### src/rtl/pulse_scheduler.sv
`default_nettype none
// ============================================================================
// Module   : pulse_scheduler
// Purpose  : NCH periodic channels whose expiries are serialised into a single
//            registered pulse stream by a round-robin arbiter.
// Revision : 1.0 - initial release
// ============================================================================
module pulse_scheduler #(
    parameter int NCH  = 4,
    parameter int SIZE = 8,
    parameter int IDW  = $clog2(NCH)
) (
    input  logic            clk_i,
    input  logic            nrst_i,
    input  logic            en_i,
    input  logic            cfg_we_i,
    input  logic [IDW-1:0]  cfg_ch_i,
    input  logic [SIZE-1:0] cfg_period_i,
    input  logic            cfg_en_i,
    input  logic            ovr_clr_i,
    output logic            pulse_o,
    output logic [IDW-1:0]  pulse_ch_o,
    output logic [NCH-1:0]  pending_o,
    output logic [NCH-1:0]  overrun_o
);

    localparam logic [IDW:0]   c_NCH     = (IDW+1)'(NCH);
    localparam logic [IDW-1:0] c_PTR_RST = IDW'(NCH - 1);

    logic            w_cfg_hit;
    logic [NCH-1:0]  w_wr;
    logic [NCH-1:0]  w_exp;
    logic [NCH-1:0]  w_cand;
    logic [NCH-1:0]  w_pending_nxt;
    logic [NCH-1:0]  w_ovr_set;
    logic            w_gnt_vld;
    logic [IDW-1:0]  w_gnt_idx;
    logic [IDW-1:0]  w_scan_idx;

    logic [NCH-1:0]  r_pending;
    logic [NCH-1:0]  r_overrun;
    logic [IDW-1:0]  r_ptr;
    logic            r_pulse;
    logic [IDW-1:0]  r_pulse_ch;

    // Out-of-range indices (non-power-of-two NCH) must not alias a real channel.
    assign w_cfg_hit = cfg_we_i && ({1'b0, cfg_ch_i} < c_NCH);

    for (genvar g = 0; g < NCH; g++) begin : g_ch
        logic [SIZE-1:0] r_period;
        logic [SIZE-1:0] r_cnt;
        logic            r_ch_en;

        assign w_wr[g]  = w_cfg_hit && (cfg_ch_i == IDW'(g));
        assign w_exp[g] = en_i && r_ch_en && (r_cnt == r_period);

        always_ff @(posedge clk_i or negedge nrst_i) begin
            if (!nrst_i) begin
                r_period <= '0;
                r_cnt    <= '0;
                r_ch_en  <= 1'b0;
            end else if (w_wr[g]) begin
                r_period <= cfg_period_i;
                r_cnt    <= '0;
                r_ch_en  <= cfg_en_i;
            end else if (en_i && r_ch_en) begin
                r_cnt <= w_exp[g] ? '0 : r_cnt + SIZE'(1);
            end
        end
    end

    // A channel being reconfigured is withheld from arbitration this cycle.
    assign w_cand = en_i ? (r_pending & ~w_wr) : '0;

    // Scan from farthest offset down so the nearest candidate after r_ptr wins.
    always_comb begin
        w_gnt_vld  = 1'b0;
        w_gnt_idx  = r_ptr;
        w_scan_idx = '0;
        for (int k = NCH; k >= 1; k--) begin
            w_scan_idx = IDW'((int'(r_ptr) + k) % NCH);
            if (w_cand[w_scan_idx]) begin
                w_gnt_vld = 1'b1;
                w_gnt_idx = w_scan_idx;
            end
        end
    end

    always_comb begin
        w_pending_nxt = r_pending;
        w_ovr_set     = '0;
        for (int i = 0; i < NCH; i++) begin
            if (w_wr[i]) begin
                w_pending_nxt[i] = 1'b0;
            end else begin
                if (w_gnt_vld && (w_gnt_idx == IDW'(i))) begin
                    w_pending_nxt[i] = 1'b0;
                end
                if (w_exp[i]) begin
                    w_pending_nxt[i] = 1'b1;
                    if (r_pending[i] && !(w_gnt_vld && (w_gnt_idx == IDW'(i)))) begin
                        w_ovr_set[i] = 1'b1;
                    end
                end
            end
        end
    end

    always_ff @(posedge clk_i or negedge nrst_i) begin
        if (!nrst_i) begin
            r_pending  <= '0;
            r_overrun  <= '0;
            r_ptr      <= c_PTR_RST;
            r_pulse    <= 1'b0;
            r_pulse_ch <= '0;
        end else begin
            r_pending <= w_pending_nxt;
            r_overrun <= (r_overrun & ~{NCH{ovr_clr_i}}) | w_ovr_set;
            r_pulse   <= w_gnt_vld;
            if (w_gnt_vld) begin
                r_pulse_ch <= w_gnt_idx;
                r_ptr      <= w_gnt_idx;
            end
        end
    end

    assign pulse_o    = r_pulse;
    assign pulse_ch_o = r_pulse_ch;
    assign pending_o  = r_pending;
    assign overrun_o  = r_overrun;

endmodule
`default_nettype wire

### config.mk
export PLATFORM = sky130hd
export DESIGN_NAME = pulse_scheduler
export DESIGN_NICKNAME = d
export VERILOG_FILES = /design/src/rtl/pulse_scheduler.sv
export SDC_FILE = /design/constraint.sdc
export NUM_CORES = 1
export LEC_CHECK = 0
export CORE_ASPECT_RATIO = 1.1
export CORE_MARGIN = 4
export CORE_UTILIZATION = 40
export DETAILED_ROUTE_END_ITERATION = 10
export MAX_ROUTING_LAYER = met4
export PLACE_DENSITY = 0.61
export SLEW_MARGIN = 20
export SYNTH_ARGS = -nofsm -noshare
export SYNTH_HDL_FRONTEND = slang
export SYNTH_SLANG_ARGS = --single-unit
### constraint.sdc
create_clock -name clk_i -period 1.8 [get_ports clk_i]
set_clock_uncertainty 0.1 [all_clocks]
set_input_delay 0.54 -clock clk_i [delete_from_list [all_inputs] [get_ports clk_i]]
set_output_delay 0.54 -clock clk_i [all_outputs]
set_load 0.01 [all_outputs]
==> summary.txt <==
Detailed routing
  – WL final: 9.85 mm
  – DRC errors left: 0
  – Initial DRC Count: 179
  – Routed WL per cell: 14.8 um
  – Vias per cell: 5.26
  – DRT Pass-1 Iters: 4
  – Via count: 3501
  – Antenna-violating nets left: 0

Logic synthesis
  – #FFs+latches synth: 81
  – Average cell area after synthesis: 8.81 um^2
  – Most used DFF post-synth: dfrtp_1
  – Number of synthesized flops with an enable pin: 0
  – Cell taking the most area after synthesis: dfrtp_1
  – Post-Syn Instances: 471
  – Ys async rst share: 100%
  – Synth top area cells: dfrtp_1 48%, nand2_1 14%, xnor2_1 5.3%, xor2_1 4.2%, nand3_1 2.4%
  – Top cell type's share of synthesized area: 47.6%
  – Netlist cell types: 46
  – Post-Syn Area: 4150 um^2
  – Syn_nets: 491
  – Most common cell in the netlist: nand2_1
  – Synth cell count leaders: 150 x nand2_1, 79 x dfrtp_1, 25 x xnor2_1, 24 x nor2_1
  – Post-synthesis sequential area ratio: 48.9%
  – Yosys warns: 0

Pwr
  – Tot Pwr: 0.00471 W
  – Leak: 2.48 nW
  – Worst VDD drop: 0.353 mV
  – Power density over the cells: 910 nW/um^2

Clock network
  – Clk_lat worst skew: 360 ps
  – Clock tree buffer depth: 2
  – Clock root cell: clkbuf_8
  – H-tree depth: 3
  – TritonCTS buffer count: 9
  – CTS tree: yes
  – Clk sinks: 81
  – Clk slew on worst S/H paths: 70 ps

Global route
  – Grt met2 use: 29.5%
  – Met1 Use GR: 23.4%
  – Number of global-route vias before repair: 3534
  – Total gr overflow: 0
  – Pin count of the biggest net entering global routing: 25
  – Initial antenna violation count: 0
  – Tot GR Track Use: 18.5%
  – GR Util met3: 4.27%
  – Gr busiest metal: met2
  – First-pass GRT wire length: 17.3 mm

Finish
  – Finished Layout Cells: 665
  – # nets final: 562
  – Finished Core Util: 51.9%
  – Share of layout cells above drive strength 1: 17.1%
  – Area Overhead vs Synth: 24.8%
  – N_diodes: 0
  – Fillers: 941

Critical path
  – Crit-path cells: clkdlybuf4s15_1, or3b_4, a22o_4, or2_4, mux2_4
  – Setup CP Type: in -> reg
  – Worst setup EP type: flop
  – Slowest CP cell: or3b_4
  – CP Buf/Inv Count: 1
  – Highest cell delay on the worst timing path: 390 ps
  – Setup crit start kind: primary input
  – Max FO, Critical Path: 3
  – Worst EP arrival: 1930 ps
  – Critical Path RT: 1940 ps
  – CP delay by family, top: simple AND/OR/NAND/NOR gates

Floorplanning
  – Top-Level Pins: 27
  – Core area: 9980 um^2
  – Die H: 115 um
  – Die area: 12100 um^2
  – Row count: 38
  – Initial Util: 41.6%
  – Die width: 105 um

Timing
  – Finish-stage setup viols: 0
  – Final Hold Vio Count: 0
  – F_max: 0.558 GHz
  – Tcrit/Tclk final: 99.5%
  – Worst hold slack: 395 ps
  – Fin crit period: 1790 ps
  – Slew @ Worst Pin: 308 ps
  – Worst slew margin relative to its limit: 79.3%
  – Fin. max-slew vios: 0
  – Unrepaired setup endpoints after global routing: yes

Placement
  – Port bufs: 26
  – Final GP Congestion: 0.856
  – Hpwl dp: 7.23 mm
  – Cells after DPL: 645

Worst hold path
  – Min-Delay Path Class: reg -> reg

Run
  – Max-cap violation count: 0

Status
  – Status: complete, no violations
## worst register-to-register path, delay by kind of cell (launching register included)
kind | cells | cell delay, ps
and+or+nand+nor | 3 | 520
buffers and inverters | 1 | 190
AOI/OAI and AO/OA | 1 | 200
DFF | 1 | 430
xor gates and xnor gates | 1 | 150
## path summary, 6_finish.rpt
check,start,to,slack [ps],cells after the start
max in group asynchronous,nrst_i,g_ch[3].r_cnt[6]$_DFFE_PN0P_,560,3
hold / removal,g_ch[0].r_period[7]$_DFFE_PN0N_,g_ch[0].r_period[7]$_DFFE_PN0N_,400,2
setup / recovery,cfg_we_i,pulse_ch_o[1]$_DFFE_PN0P_,9,5
setup reg to reg,g_ch[1].r_cnt[5]$_DFFE_PN0P_,overrun_o[1]$_DFF_PN0_,110,6
hold reg to reg,g_ch[0].r_period[7]$_DFFE_PN0N_,g_ch[0].r_period[7]$_DFFE_PN0N_,400,2
min in group asynchronous,nrst_i,g_ch[2].r_cnt[6]$_DFFE_PN0P_,490,2
## layer usage
layer,wire (um),share of wire [%]
met4,148,1.5
met5,0,0
met3,370,3.8
met2,4730,48
met1,4600,47
## layout make-up
| class | instances | area [um^2] | share of cell area [%] |
|---|---|---|---|
| Multi-Input combinational cell | 368 | 2160 | 41.7 |
| Clock inverter | 4 | 22.5 | 0.435 |
| Sequential cell | 81 | 2030 | 39.2 |
| Tap cell | 120 | 150 | 2.90 |
| Clock buffer | 10 | 128 | 2.46 |
| Inverter | 4 | 15.0 | 0.290 |
| Timing Repair Buffer | 78 | 676 | 13.0 |
## state kept, by name, summed over array words and instances (netlist names)
name and flops:
pending_o 4, g_ch.r_cnt 32, r_ptr 2, overrun_o 4
pulse_ch_o 2, g_ch.r_period 32, pulse_o 1, g_ch.r_ch_en 4
## power breakdown
part | internal, W | switching [W]
Combinational | 0.000599 | 0.000579
Sequential | 0.00211 | 0.000302
Clock | 0.000479 | 0.000645
## placed cells by master (no fill, tap or decap), types with 4 or more instances in the layout
cell,netlist,routed
a21oi_1,13,13
and3_1,7,7
and4_1,4,4
buf_12,0,4
buf_4,0,48
clkbuf_8,0,9
clkdlybuf4s50_1,0,10
dfrtp_1,79,78
dlygate4sd2_1,0,12
ha_1,4,4
inv_1,4,4
mux2i_1,8,8
nand2_1,150,150
nand2b_1,4,4
nand3_1,20,20
nand4_1,12,12
nor2_1,24,24
nor3_1,14,13
o21ai_0,15,14
xnor2_1,25,18
xnor2_2,0,7
xor2_1,20,20
## repair_timing
action / 4_1_cts / 5_1_grt
buffers inserted: 4 / 1
hold buffers: 1 / 0
endpoints found under the setup margin: 46 / 22
gates resized for setup: 28 / 17
endpoints found under the hold margin: 16 / 0
pin swaps: 4 / 4
## kinds of logic (layout without fill, tap and decap cells)
family | Yosys count | after routing | synth area share [%]
buf+inv | 22 | 96 | 2.05
xor+xnor | 45 | 45 | 9.49
compound gates | 53 | 53 | 8.32
mux | 9 | 9 | 2.29
flops | 81 | 81 | 48.9
fa+ha+maj | 4 | 4 | 1.21
simple gates | 257 | 257 | 27.8
## stage by stage
step	TNS (ps)	cell area, um^2	worst slack, ps
after floorplan	-967	4160	-200
after global placement	-26110	4890	-616
after detailed placement	-27070	4890	-649
after CTS	0	5080	13.3
after global routing	-11.8	5180	-11.8
final	0	5180	9.48
No activity file was read; power rests on OpenSTA's default activity.
